File: config.mk
export PLATFORM = sky130hd
export DESIGN_NAME = mem_access_stage
export DESIGN_NICKNAME = d
export VERILOG_FILES = /design/src/rtl/mem_access_stage.sv
export SDC_FILE = /design/constraint.sdc
export NUM_CORES = 1
export LEC_CHECK = 0
export ABC_CLOCK_PERIOD_IN_PS = 1800
export BUFFER_PORTS_ARGS = -buffer_cell sky130_fd_sc_hd__buf_2
export CAP_MARGIN = 20
export CELL_PAD_IN_SITES_DETAIL_PLACEMENT = 2
export CELL_PAD_IN_SITES_GLOBAL_PLACEMENT = 2
export CORE_MARGIN = 4
export CORE_UTILIZATION = 25
export DETAILED_ROUTE_END_ITERATION = 10
export PLACE_DENSITY_LB_ADDON = 0.1
export SETUP_SLACK_MARGIN = 0.5
export SLEW_MARGIN = 10
export SYNTH_ARGS = -nofsm -noshare
export SYNTH_HDL_FRONTEND = slang
export SYNTH_SLANG_ARGS = --single-unit
export TNS_END_PERCENT = 30
File: constraint.sdc
create_clock -name clk -period 1.8 [get_ports clk]
set_clock_uncertainty 0.1 [all_clocks]
set_input_delay 0.36 -clock clk [delete_from_list [all_inputs] [get_ports clk]]
set_output_delay 0.36 -clock clk [all_outputs]
set_load 0.02 [all_outputs]
File: src/rtl/mem_access_stage.sv
// Memory-access pipeline stage sitting between execute and writeback.
// Turns the ALU result into a data-memory address (or passes it through for
// non-memory ops), runs a req/ack transaction on the data-memory port with
// little-endian byte/halfword/word formatting, and hands a registered result
// to writeback. Execute is stalled while a transaction is outstanding.
//
// Optional build macro: MEM_TIMEOUT_EN
//   Defined   - an ack watchdog aborts a request after TIMEOUT_CYCLES cycles
//               without ack and pulses mem_timeout_out.
//   Undefined - a request waits for ack indefinitely; mem_timeout_out is 0.
module mem_access_stage #(
  parameter int DATA_WIDTH     = 32,
  parameter int ADDR_WIDTH     = 32,
  parameter int REG_ADDR_WIDTH = 5,
  parameter int TIMEOUT_CYCLES = 255
) (
  input  logic                      clk,
  input  logic                      rst_n,
  // execute side
  input  logic                      ex_valid,
  output logic                      ex_ready,
  input  logic [1:0]                ex_mem_op,
  input  logic [1:0]                ex_size,
  input  logic                      ex_signed,
  input  logic [DATA_WIDTH-1:0]     ex_alu_result,
  input  logic [DATA_WIDTH-1:0]     ex_store_data,
  input  logic [REG_ADDR_WIDTH-1:0] ex_rd,
  input  logic                      ex_reg_we,
  // data-memory port
  output logic                      dmem_req,
  output logic                      dmem_we,
  output logic [ADDR_WIDTH-1:0]     dmem_addr,
  output logic [3:0]                dmem_be,
  output logic [DATA_WIDTH-1:0]     dmem_wdata,
  input  logic                      dmem_ack,
  input  logic [DATA_WIDTH-1:0]     dmem_rdata,
  // writeback side
  output logic                      wb_valid,
  output logic [DATA_WIDTH-1:0]     wb_data,
  output logic [REG_ADDR_WIDTH-1:0] wb_rd,
  output logic                      wb_we,
  // status pulses
  output logic                      mem_misalign_out,
  output logic                      mem_timeout_out
);

  typedef enum logic {
    IDLE = 1'b0,
    REQ  = 1'b1
  } state_t;

  localparam logic [1:0] OP_LOAD  = 2'b01;
  localparam logic [1:0] OP_STORE = 2'b10;

  localparam logic [1:0] SIZE_BYTE = 2'b00;
  localparam logic [1:0] SIZE_HALF = 2'b01;

  state_t state_q, state_d;

  // Request fields presented to memory, held for the whole transaction
  logic                      dmemWe_q;
  logic [ADDR_WIDTH-1:0]     dmemAddr_q;
  logic [3:0]                dmemBe_q;
  logic [DATA_WIDTH-1:0]     dmemWdata_q;

  // Op context kept alive across the transaction for the writeback result
  logic [REG_ADDR_WIDTH-1:0] rdHold_q;
  logic                      regWeHold_q;
  logic                      isLoad_q;
  logic [1:0]                size_q;
  logic                      signed_q;
  logic [1:0]                lane_q;

  // Writeback result registers
  logic                      wbValid_q, wbValid_d;
  logic [DATA_WIDTH-1:0]     wbData_q, wbData_d;
  logic [REG_ADDR_WIDTH-1:0] wbRd_q, wbRd_d;
  logic                      wbWe_q, wbWe_d;
  logic                      misalign_q, misalign_d;

  // Decode of the op currently offered by execute
  logic                      accept;
  logic                      isLoadOp;
  logic                      isStoreOp;
  logic                      isMemOp;
  logic [1:0]                addrLane;
  logic                      misaligned;
  logic                      launch;
  logic [3:0]                beFmt;
  logic [DATA_WIDTH-1:0]     wdataFmt;

  // Load formatting of the returned word
  logic [DATA_WIDTH-1:0]     loadShift;
  logic [DATA_WIDTH-1:0]     loadData;

  assign accept     = ex_valid && (state_q == IDLE);
  assign isLoadOp   = (ex_mem_op == OP_LOAD);
  assign isStoreOp  = (ex_mem_op == OP_STORE);
  assign isMemOp    = isLoadOp || isStoreOp;
  assign addrLane   = ex_alu_result[1:0];
  // Halfwords need an even address, words need a 4-byte aligned one
  assign misaligned = ((ex_size == SIZE_HALF) && addrLane[0]) ||
                      (ex_size[1] && (addrLane != 2'b00));

  // Byte enables and lane-replicated write data for the offered op
  always_comb begin
    beFmt    = 4'b1111;
    wdataFmt = ex_store_data;
    case (ex_size)
      SIZE_BYTE: begin
        beFmt    = 4'b0001 << addrLane;
        wdataFmt = {4{ex_store_data[7:0]}};
      end
      SIZE_HALF: begin
        beFmt    = 4'b0011 << addrLane;
        wdataFmt = {2{ex_store_data[15:0]}};
      end
      default: begin
        beFmt    = 4'b1111;
        wdataFmt = ex_store_data;
      end
    endcase
  end

  // Shift the addressed lane down to bit 0 and extend it to a full word
  always_comb begin
    loadShift = dmem_rdata >> {lane_q, 3'b000};
    loadData  = dmem_rdata;
    case (size_q)
      SIZE_BYTE: loadData = {{(DATA_WIDTH-8){signed_q & loadShift[7]}}, loadShift[7:0]};
      SIZE_HALF: loadData = {{(DATA_WIDTH-16){signed_q & loadShift[15]}}, loadShift[15:0]};
      default:   loadData = dmem_rdata;
    endcase
  end

`ifdef MEM_TIMEOUT_EN
  localparam int TMO_W = ($clog2(TIMEOUT_CYCLES) > 8) ? $clog2(TIMEOUT_CYCLES) : 8;
  localparam logic [TMO_W-1:0] TMO_LIMIT = TMO_W'(TIMEOUT_CYCLES - 1);

  logic [TMO_W-1:0] tmoCnt_q, tmoCnt_d;
  logic             tmoHit;
  logic             timeout_q, timeout_d;

  // Watchdog count: cleared when a request starts, advanced on every unanswered REQ cycle
  always_comb begin
    tmoCnt_d = tmoCnt_q;
    if (launch) begin
      tmoCnt_d = '0;
    end else if ((state_q == REQ) && !dmem_ack) begin
      tmoCnt_d = tmoCnt_q + 1'b1;
    end
  end

  // An ack in the limit cycle takes priority, so the hit requires no ack
  assign tmoHit = (state_q == REQ) && !dmem_ack && (tmoCnt_q == TMO_LIMIT);

  // Watchdog counter and timeout pulse registers
  always_ff @(posedge clk or negedge rst_n) begin
    if (!rst_n) begin
      tmoCnt_q  <= '0;
      timeout_q <= 1'b0;
    end else begin
      tmoCnt_q  <= tmoCnt_d;
      timeout_q <= timeout_d;
    end
  end

  assign mem_timeout_out = timeout_q;
`else
  localparam int unused_timeout_cycles = TIMEOUT_CYCLES;

  assign mem_timeout_out = 1'b0;
`endif

  // Next state and writeback result; the result registers only pulse valid
  always_comb begin
    state_d    = state_q;
    launch     = 1'b0;
    wbValid_d  = 1'b0;
    wbData_d   = wbData_q;
    wbRd_d     = wbRd_q;
    wbWe_d     = 1'b0;
    misalign_d = 1'b0;
`ifdef MEM_TIMEOUT_EN
    timeout_d  = 1'b0;
`endif
    case (state_q)
      IDLE: begin
        if (accept) begin
          if (!isMemOp) begin
            wbValid_d = 1'b1;
            wbData_d  = ex_alu_result;
            wbRd_d    = ex_rd;
            wbWe_d    = ex_reg_we;
          end else if (misaligned) begin
            wbValid_d  = 1'b1;
            wbData_d   = '0;
            wbRd_d     = ex_rd;
            wbWe_d     = 1'b0;
            misalign_d = 1'b1;
          end else begin
            launch  = 1'b1;
            state_d = REQ;
          end
        end
      end
      REQ: begin
        if (dmem_ack) begin
          state_d   = IDLE;
          wbValid_d = 1'b1;
          wbRd_d    = rdHold_q;
          wbWe_d    = isLoad_q && regWeHold_q;
          wbData_d  = isLoad_q ? loadData : '0;
`ifdef MEM_TIMEOUT_EN
        end else if (tmoHit) begin
          state_d   = IDLE;
          wbValid_d = 1'b1;
          wbRd_d    = rdHold_q;
          wbWe_d    = 1'b0;
          wbData_d  = '0;
          timeout_d = 1'b1;
`endif
        end
      end
      default: begin
        state_d = IDLE;
      end
    endcase
  end

  // State register; reset abandons any transaction in flight
  always_ff @(posedge clk or negedge rst_n) begin
    if (!rst_n) begin
      state_q <= IDLE;
    end else begin
      state_q <= state_d;
    end
  end

  // Capture the formatted request and op context when a request launches
  always_ff @(posedge clk or negedge rst_n) begin
    if (!rst_n) begin
      dmemWe_q    <= 1'b0;
      dmemAddr_q  <= '0;
      dmemBe_q    <= 4'b0000;
      dmemWdata_q <= '0;
      rdHold_q    <= '0;
      regWeHold_q <= 1'b0;
      isLoad_q    <= 1'b0;
      size_q      <= 2'b00;
      signed_q    <= 1'b0;
      lane_q      <= 2'b00;
    end else if (launch) begin
      dmemWe_q    <= isStoreOp;
      dmemAddr_q  <= {ex_alu_result[ADDR_WIDTH-1:2], 2'b00};
      dmemBe_q    <= beFmt;
      dmemWdata_q <= wdataFmt;
      rdHold_q    <= ex_rd;
      regWeHold_q <= ex_reg_we;
      isLoad_q    <= isLoadOp;
      size_q      <= ex_size;
      signed_q    <= ex_signed;
      lane_q      <= addrLane;
    end
  end

  // Writeback result and misalign pulse registers
  always_ff @(posedge clk or negedge rst_n) begin
    if (!rst_n) begin
      wbValid_q  <= 1'b0;
      wbData_q   <= '0;
      wbRd_q     <= '0;
      wbWe_q     <= 1'b0;
      misalign_q <= 1'b0;
    end else begin
      wbValid_q  <= wbValid_d;
      wbData_q   <= wbData_d;
      wbRd_q     <= wbRd_d;
      wbWe_q     <= wbWe_d;
      misalign_q <= misalign_d;
    end
  end

  assign ex_ready         = (state_q == IDLE);
  assign dmem_req         = (state_q == REQ);
  assign dmem_we          = dmemWe_q;
  assign dmem_addr        = dmemAddr_q;
  assign dmem_be          = dmemBe_q;
  assign dmem_wdata       = dmemWdata_q;
  assign wb_valid         = wbValid_q;
  assign wb_data          = wbData_q;
  assign wb_rd            = wbRd_q;
  assign wb_we            = wbWe_q;
  assign mem_misalign_out = misalign_q;

endmodule

==> flow_metrics.py, run 1 <==
metrics = {
    "final_layout": {
        "diodes": 0,
        "area_delta_synth_final_pct": 85.7,
        "fin_nets": 1054,
        "fillers": 2349,
        "final_cells": 1267,
        "fin_util_pct": 47.3,
        "layout-drive-gt1-share_pct": 57.8,
    },
    "worst_setup_path": {
        "worst-setup-path-type": "reg2reg",
        "cp_max_fo": 8,
        "required_ps": 1980,
        "crit_path_end_kind": "flip-flop",
        "startpoint_type": "flip-flop",
        "worstPathArrival_ps": 2100,
    },
    "sta": {
        "finalCriticalPeriod_ps": 1920,
        "rsz0062_at_grt": "true",
        "setup_ws_ps": -121,
        "hold_viol": 0,
        "worst_pin_slew_ps": 502,
        "period_share_pct": 107,
        "slew_headroom_pct": 66.6,
        "fmax_ghz": 0.521,
        "fin_setup_tns_ps": -4770,
        "maxSlewViolCount": 0,
        "setup_viol": 89,
    },
    "synth": {
        "ys_types": 44,
        "syn_area_per_cell_um2": 9.15,
        "synth_ff_type": "dfrtp_1",
        "synth_common_cells": "nand2_1, dfrtp_1, o21ai_0",
        "netlist_instances": 635,
        "yosys_warnings": 0,
        "synth_top_area_cell": "dfrtp_1",
        "yosysMostFrequentCell": "nand2_1",
        "ys_ff_latch": 120,
        "yosysSeqAreaShare_pct": 51.7,
        "synth_edf_count": 0,
        "async_reset_ff_share_pct": 100,
        "synth_top_area_share_pct": 51.7,
        "synth_area_leaders": "dfrtp_1, nand2_1, mux2i_1, o21ai_0, o211ai_1",
        "syn-cell-area_um2": 5810,
    },
    "route": {
        "drc": 0,
        "first_iter_violations": 203,
        "drtPass1Iterations": 4,
        "via_per_inst": 4.96,
        "via_count": 6287,
        "ant_nets": 0,
        "postRouteWirelength_mm": 29.3,
        "wire_per_inst_um": 23.1,
    },
    "global_routing": {
        "grt_max_degree": 49,
        "track_usage_pct": 21.8,
        "grt_pass1_vias": 7195,
        "gr-total-overflow": 0,
        "grt_pass1_wl_mm": 43.4,
        "antenna_found_initial": 3,
    },
    "power": {
        "combPwrFrac_pct": 41.7,
        "intPower_uw": 8400,
        "p_clk_share_pct": 27.2,
        "powerDensity_nw_per_um2": 1240,
        "seq_power_share_pct": 31.1,
        "switching_power_uw": 4940,
        "irDropWorstVdd_mv": 0.710,
        "fin_total_pwr_uw": 13300,
        "p_leak_uw": 0.00512,
        "swShare_pct": 37.0,
    },
    "floorplanning": {
        "fp.dieW_um": 160,
        "die_h_um": 160,
        "start_util_pct": 25.5,
        "dieArea_um2": 25700,
        "io-pin-count": 223,
        "core-area_um2": 22800,
        "placementRows": 55,
    },
    "placement": {
        "hpwl_mm": 19.0,
        "port_buffers": 219,
        "preCtsSetupSlack_ps": -286,
        "dp_cells": 1182,
        "place_congestion": 0.825,
    },
    "run_status": {
        "status": "finished, violations left",
        "violations": "negative setup slack",
    },
    "clock_network": {
        "h-tree-depth": 4,
        "clock_tree.buffer_depth": 2,
        "cts_tree": "yes",
        "insertion_delay_ps": 420,
        "cts_root_buf": "clkbuf_16",
        "path_clk_slew_ps": 60,
        "cts_buffers": 17,
        "clkSinkCount": 120,
    },
    "min_path": {
        "hp-class": "in2reg",
    },
    "run": {
        "max-cap-violations": 0,
    },
}
==> power by group through the flow <==
| stage | clock [uW] | sequential (uW) | combinational [uW] |
|---|---|---|---|
| 6_report | 3630 | 4150 | 5560 |
| 5_1_grt | 3830 | 4250 | 5910 |
| 4_1_cts | 3680 | 4060 | 5200 |
| 3_5_place_dp | 0 | 3910 | 3890 |
| 3_3_place_gp | 0 | 3870 | 3760 |
| 2_1_floorplan | 0 | 4610 | 1370 |
==> per-layer routing <==
metal / global-route usage (%) / vias to the layer above / share of wire (%)
met2: 39.7 / 185 / 53
met5: 0 / - / 0.075
met1: 26.1 / 3248 / 41
li1: - / 2818 / -
met4: 6.10 / 6 / 1.2
met3: 4.44 / 30 / 4.9
==> cell families after synthesis <==
| kind of cell | after synthesis | share of synthesized area [%] |
|---|---|---|
| compound gates | 135 | 15.9 |
| xor+xnor | 1 | 0.151 |
| fa+ha+maj | 2 | 0.431 |
| buf+inv | 56 | 4.76 |
| flops | 120 | 51.7 |
| mux | 36 | 6.42 |
| other cells | 1 | 0.0646 |
| simple gates | 284 | 20.5 |
==> cells in the final DEF (no fill, tap or decap), drive strengths merged, types with 5 or more instances in the layout <==
| cell | instances |
|---|---|
| mux2i | 26 |
| nand3 | 18 |
| inv | 9 |
| mux2 | 10 |
| clkinvlp | 5 |
| and3 | 14 |
| clkbuf | 22 |
| a22oi | 15 |
| a311oi | 7 |
| o21bai | 8 |
| nor3 | 9 |
| nor2 | 15 |
| dfrtp | 120 |
| o21ai | 50 |
| nor2b | 8 |
| o211ai | 18 |
| nand2 | 212 |
| buf | 330 |
| a21oi | 11 |
| a221o | 13 |
==> through the flow <==
step	cell area, um2	hold slack, ps
detailed placement	7840	193
global placement	7840	188
floorplan	5960	-35.6
CTS	10200	45.7
global route	10800	58.1
finish	10800	61.6
==> repair_timing <==
action | 4_1_cts | 5_1_grt
hold buffers | 1 | 0
resized for setup | 358 | 128
cloned | 16 | 4
buffers inserted | 23 | 9
pin swaps | 88 | 59
endpoints found under the hold margin | 35 | 0
setup endpoints to repair | 229 | 229
==> state kept, by name (all words and copies together), names as in the netlist, 2 cells and up <==
name / cells
dmem_wdata: 32
wb_data: 32
wb_rd: 5
dmem_be: 4
size_q: 2
lane_q: 2
dmem_addr: 30
rdHold_q: 5
==> worst paths after layout <==
path / start / to / slack [ps] / cells past startpoint
max reg2reg: lane_q[1]$_DFFE_PN0P_ / wb_data[27]$_DFFE_PN0P_ / -120 / 6
max: lane_q[1]$_DFFE_PN0P_ / wb_data[27]$_DFFE_PN0P_ / -120 / 6
min in group asynchronous: rst_n / dmem_addr[29]$_DFFE_PN0P_ / 300 / 2
min: ex_signed / signed_q$_DFFE_PN0P_ / 60 / 3
min reg2reg: dmem_addr[22]$_DFFE_PN0P_ / dmem_addr[22]$_DFFE_PN0P_ / 370 / 2
max in group asynchronous: rst_n / dmem_addr[11]$_DFFE_PN0P_ / 620 / 3
==> critical path, cell delays in order, from the launching register on <==
cell and delay, ps:
dfrtp_2 440, mux2_4 310, a221o_1 380, a31oi_4 200, buf_6 140, buf_16 110, o211ai_1 90
==> area by class of cell <==
type	count	area, um2	area share, %
clock buffer	18	439	4.07
clock inverter	14	173	1.60
inverter	6	32.5	0.302
multi-input combinational	461	3310	30.7
sequential	120	3010	27.9
tap	313	392	3.63
timing repair buffer	335	3420	31.8
(Power assumes the default switching activity.)
==> run 2, diff against run 1 <==
--- a/config.mk
+++ b/config.mk
@@ -15,6 +15,7 @@
 export DETAILED_ROUTE_END_ITERATION = 10
 export PLACE_DENSITY_LB_ADDON = 0.1
 export SETUP_SLACK_MARGIN = 0.5
+export SKIP_CTS_REPAIR_TIMING = 1
 export SLEW_MARGIN = 10
 export SYNTH_ARGS = -nofsm -noshare
 export SYNTH_HDL_FRONTEND = slang
==> flow_metrics.py, run 2 (synthesized netlist as in run 1, its figures left out) <==
metrics = {
    "clock_network": {
        "h-tree-depth": 4,
        "path_clk_slew_ps": 60,
        "insertion_delay_ps": 410,
        "cts_root_buf": "clkbuf_16",
        "clkSinkCount": 120,
        "clock_tree.buffer_depth": 2,
        "cts_buffers": 17,
        "cts_tree": "yes",
    },
    "floorplanning": {
        "fp.dieW_um": 160,
        "io-pin-count": 223,
        "start_util_pct": 25.5,
        "core-area_um2": 22800,
        "die_h_um": 160,
        "dieArea_um2": 25700,
        "placementRows": 55,
    },
    "placement": {
        "place_congestion": 0.825,
        "port_buffers": 219,
        "preCtsSetupSlack_ps": -286,
        "hpwl_mm": 19.0,
    },
    "route": {
        "drtPass1Iterations": 4,
        "drc": 0,
        "wire_per_inst_um": 20.9,
        "postRouteWirelength_mm": 25.7,
        "first_iter_violations": 199,
        "ant_nets": 0,
        "via_per_inst": 4.79,
        "via_count": 5900,
    },
    "global_routing": {
        "grt_pass1_wl_mm": 38.4,
        "grt_pass1_vias": 6710,
        "gr-total-overflow": 0,
        "antenna_found_initial": 3,
        "grt_max_degree": 49,
        "track_usage_pct": 18.9,
    },
    "sta": {
        "finalCriticalPeriod_ps": 1910,
        "setup_viol": 32,
        "setup_ws_ps": -111,
        "rsz0062_at_grt": "true",
        "period_share_pct": 106,
        "hold_viol": 0,
        "fmax_ghz": 0.523,
        "maxSlewViolCount": 0,
    },
    "worst_setup_path": {
        "worst-setup-path-type": "reg2reg",
        "regToRegStartpoint": "lane_q[1]$_DFFE_PN0P_",
        "r2r_slack_ps": -110,
        "ff2ff_path_depth": 5,
        "worstPathArrival_ps": 2090,
        "crit_end": "wb_data[19]$_DFFE_PN0P_",
        "cp_max_fo": 16,
        "crit_path_start": "lane_q[1]$_DFFE_PN0P_",
        "startpoint_type": "flip-flop",
        "r2r-end": "wb_data[19]$_DFFE_PN0P_",
        "required_ps": 1980,
        "crit_path_end_kind": "flip-flop",
    },
    "min_path": {
        "hp-class": "in2reg",
    },
    "final_layout": {
        "fin_nets": 1018,
        "mostFrequentLayoutCells": "nand2_1, dfrtp_1, buf_6, buf_2, buf_4",
        "area_delta_synth_final_pct": 62.9,
        "final_common_cell": "nand2_1",
        "diodes": 0,
        "layout-drive-gt1-share_pct": 40.8,
    },
    "run": {
        "max-cap-violations": 0,
    },
    "run_status": {
        "status": "finished, violations left",
        "violations": "negative setup slack",
    },
    "power": {
        "powerDensity_nw_per_um2": 1310,
        "p_leak_uw": 0.00458,
        "irDropWorstVdd_mv": 0.668,
        "fin_total_pwr_uw": 12400,
    },
}
run 2: area by class of cell:
cell class,count,area (um2)
sequential,120,3010
timing repair buffer,299,2720
inverter,6,32.5
clock inverter,14,173
tap,313,392
clock buffer,18,439
multi-input combinational,461,2710
fill,2463,13300
run 2: per-layer routing:
layer	wire length, um	vias to the layer above	GRT usage [%]
met1	10600	2984	22.3
met3	1370	27	4.72
met4	336	6	5.32
met5	22	-	0
met2	13400	165	34.0
li1	-	2718	-
run 2: stage by stage:
step                      hold WS (ps)  cell area, um2  util, %  cells  setup TNS, ps
after global placement             188            7840     34.4   1182         -10780
after global routing              51.9            9460     41.5   1231          -6280
after floorplan                  -35.6            5960        -    637              0
after CTS                         -262            8450     37.1   1214          -4360
final                             56.9            9460     41.5   1231          -2220
after detailed placement           193            7840     34.4   1182         -14010
run 2: power breakdown:
part / switching [uW] / internal, uW
sequential: 605 / 3410
combinational: 2450 / 2320
clock: 1350 / 2220
total: 4410 / 7950
run 2: worst max-delay path, cell delays in order (launching register included):
cell      delay (ps)
dfrtp_2          460
mux2_4           320
a221o_1          410
a31oi_4          200
buf_12           170
o211ai_1         110
run 2: how the worst min path moves through the flow:
stage                       from                   endpoint  slack, ps  depth (start not counted)
2_1_floorplan              rst_n  dmem_addr[10]$_DFFE_PN0P_        -40                          0
3_3_place_gp               rst_n  dmem_addr[30]$_DFFE_PN0P_        190                          1
3_5_place_dp               rst_n  dmem_addr[30]$_DFFE_PN0P_        190                          1
4_1_cts                    rst_n  dmem_addr[29]$_DFFE_PN0P_       -260                          1
5_1_grt        ex_alu_result[28]  dmem_addr[28]$_DFFE_PN0P_         50                          3
6_report                ex_rd[1]    rdHold_q[1]$_DFFE_PN0P_         60                          3
==> run 3, diff against run 2 <==
--- a/config.mk
+++ b/config.mk
@@ -6,13 +6,14 @@
 export NUM_CORES = 1
 export LEC_CHECK = 0
 export ABC_CLOCK_PERIOD_IN_PS = 1800
-export BUFFER_PORTS_ARGS = -buffer_cell sky130_fd_sc_hd__buf_2
 export CAP_MARGIN = 20
 export CELL_PAD_IN_SITES_DETAIL_PLACEMENT = 2
 export CELL_PAD_IN_SITES_GLOBAL_PLACEMENT = 2
+export CORE_ASPECT_RATIO = 1.5
 export CORE_MARGIN = 4
-export CORE_UTILIZATION = 25
+export CORE_UTILIZATION = 33
 export DETAILED_ROUTE_END_ITERATION = 10
+export DONT_BUFFER_PORTS = 1
 export PLACE_DENSITY_LB_ADDON = 0.1
 export SETUP_SLACK_MARGIN = 0.5
 export SKIP_CTS_REPAIR_TIMING = 1
==> flow_metrics.py, run 3 (synthesized netlist as in run 1, its figures left out) <==
metrics = {
    "power": {
        "p_leak_uw": 0.00354,
        "swShare_pct": 37.5,
        "seq_power_share_pct": 46.4,
        "powerDensity_nw_per_um2": 1340,
        "fin_total_pwr_uw": 10500,
        "combPwrFrac_pct": 21.3,
        "p_clk_share_pct": 32.3,
        "irDropWorstVdd_mv": 0.566,
        "switching_power_uw": 3930,
        "intPower_uw": 6550,
    },
    "floorplanning": {
        "start_util_pct": 33.5,
        "fp.dieW_um": 116,
        "core-area_um2": 17300,
        "io-pin-count": 223,
        "dieArea_um2": 19800,
        "die_h_um": 171,
        "placementRows": 59,
    },
    "final_layout": {
        "area_delta_synth_final_pct": 35.1,
        "seq_area_um2": 3040,
        "multiInputGateArea_um2": 2660,
        "fillers": 1812,
        "layout-drive-gt1-share_pct": 21.1,
        "final_common_cell": "nand2_1",
        "mostFrequentLayoutCells": "nand2_1, dfrtp_1, dlygate4sd3_1, o21ai_0, dfrtp_2",
        "fin_nets": 830,
    },
    "global_routing": {
        "gr-total-overflow": 0,
        "grt_max_degree": 121,
        "antenna_found_initial": 0,
        "grt_pass1_vias": 5681,
        "grt_pass1_wl_mm": 33.2,
        "track_usage_pct": 22.0,
    },
    "sta": {
        "hold_viol": 122,
        "worst_pin_slew_ps": 512,
        "period_share_pct": 109,
        "slew_headroom_pct": 65.5,
        "rsz0062_at_grt": "true",
        "holdWs_ps": -456,
        "fmax_ghz": 0.511,
        "fin_setup_tns_ps": -3650,
        "setup_ws_ps": -159,
        "maxSlewViolCount": 0,
        "setup_viol": 95,
        "finalCriticalPeriod_ps": 1960,
    },
    "placement": {
        "place_congestion": 0.825,
        "hpwl_mm": 16.0,
        "port_buffers": 0,
    },
    "run_status": {
        "violations": "negative hold slack, negative setup slack",
        "status": "finished, violations left",
    },
    "run": {
        "max-cap-violations": 0,
    },
    "clock_network": {
        "cts_root_buf": "clkbuf_16",
        "path_clk_slew_ps": 60,
        "clock_tree.buffer_depth": 2,
        "cts_tree": "yes",
        "h-tree-depth": 4,
        "clkSinkCount": 120,
        "cts_buffers": 17,
        "insertion_delay_ps": 410,
    },
    "route": {
        "via_per_inst": 5.65,
        "postRouteWirelength_mm": 24.7,
        "drtPass1Iterations": 4,
        "wire_per_inst_um": 26.2,
        "ant_nets": 0,
        "drc": 0,
        "via_count": 5329,
        "first_iter_violations": 165,
    },
    "min_path": {
        "hp-class": "in2async",
    },
    "worst_setup_path": {
        "worst-setup-path-type": "reg2reg",
        "worstPathArrival_ps": 2140,
        "required_ps": 1990,
        "startpoint_type": "flip-flop",
        "cp_max_fo": 25,
        "crit_path_end_kind": "flip-flop",
    },
}
## run 3: cell count changes in the layout (fill, tap and decap cells not counted), moves of 4 or more
| cell | before | now |
|---|---|---|
| buf_2 | 110 | 0 |
| buf_6 | 112 | 10 |
| dlygate4sd3_1 | 1 | 52 |
| dfrtp_1 | 117 | 89 |
| dfrtp_2 | 3 | 31 |
| buf_4 | 51 | 29 |
| buf_12 | 21 | 11 |
| clkbuf_16 | 20 | 24 |
| o21ai_0 | 39 | 43 |
| o21ai_1 | 9 | 5 |
## run 3: final timing paths
path	startpoint	to	slack, ps	depth (start not counted)
max in group asynchronous	rst_n	dmem_wdata[23]$_DFFE_PN0P_	1850	0
worst min-delay path	rst_n	dmem_addr[30]$_DFFE_PN0P_	-460	0
min in group clk	ex_alu_result[8]	dmem_addr[8]$_DFFE_PN0P_	-20	2
worst max-delay path	dmem_req$_DFF_PN0_	wb_data[9]$_DFFE_PN0P_	-160	7
worst min register to register	rdHold_q[1]$_DFFE_PN0P_	rdHold_q[1]$_DFFE_PN0P_	380	2
worst max register to register	dmem_req$_DFF_PN0_	wb_data[9]$_DFFE_PN0P_	-160	7
## run 3: power by group through the flow
stage          Sequential (uW)  Clock (uW)  Combinational [uW]
2_1_floorplan             4610           0                1370
3_3_place_gp              4860           0                1780
3_5_place_dp              4870           0                1900
4_1_cts                   4840        3460                1910
5_1_grt                   4950        3570                2480
6_report                  4860        3390                2230
## run 3: layout make-up
cell class	instances	area share (%)
sequential	120	38.7
multi-input combinational	461	33.9
timing repair buffer	111	16.3
clock buffer	19	5.64
tap	213	3.39
clock inverter	12	1.64
inverter	6	0.367
antenna	1	0.0319
## run 3: layer usage
layer / share of wire [%] / wire, um / vias to the layer above / GRT usage, %
met5: 0 / 0 / - / 0
met4: 2.6 / 651 / 0 / 8.63
met2: 56 / 13800 / 170 / 40.3
met3: 6.8 / 1670 / 32 / 7.25
li1: - / - / 2348 / -
met1: 35 / 8610 / 2779 / 22.8
## run 3: per-stage QoR
| step | setup WS (ps) | util [%] | hold WS [ps] | std cells | cell area, um2 |
|---|---|---|---|---|---|
| detailed placement | -177 | 36.3 | -32.1 | 836 | 6290 |
| floorplan | 5.85 | - | -35.6 | 637 | 5960 |
| CTS | -192 | 39.6 | -479 | 867 | 6860 |
| finish | -159 | 45.3 | -456 | 943 | 7850 |
| global route | -235 | 45.2 | -481 | 942 | 7850 |
| global placement | -90.6 | 36.3 | -32.2 | 836 | 6290 |
## run 3: critical path: stages (launching register included)
cell	delay, ps
dfrtp_2	460
buf_6	150
mux2i_2	140
a211o_1	330
inv_2	90
buf_12	160
nor2_1	70
a311oi_1	330
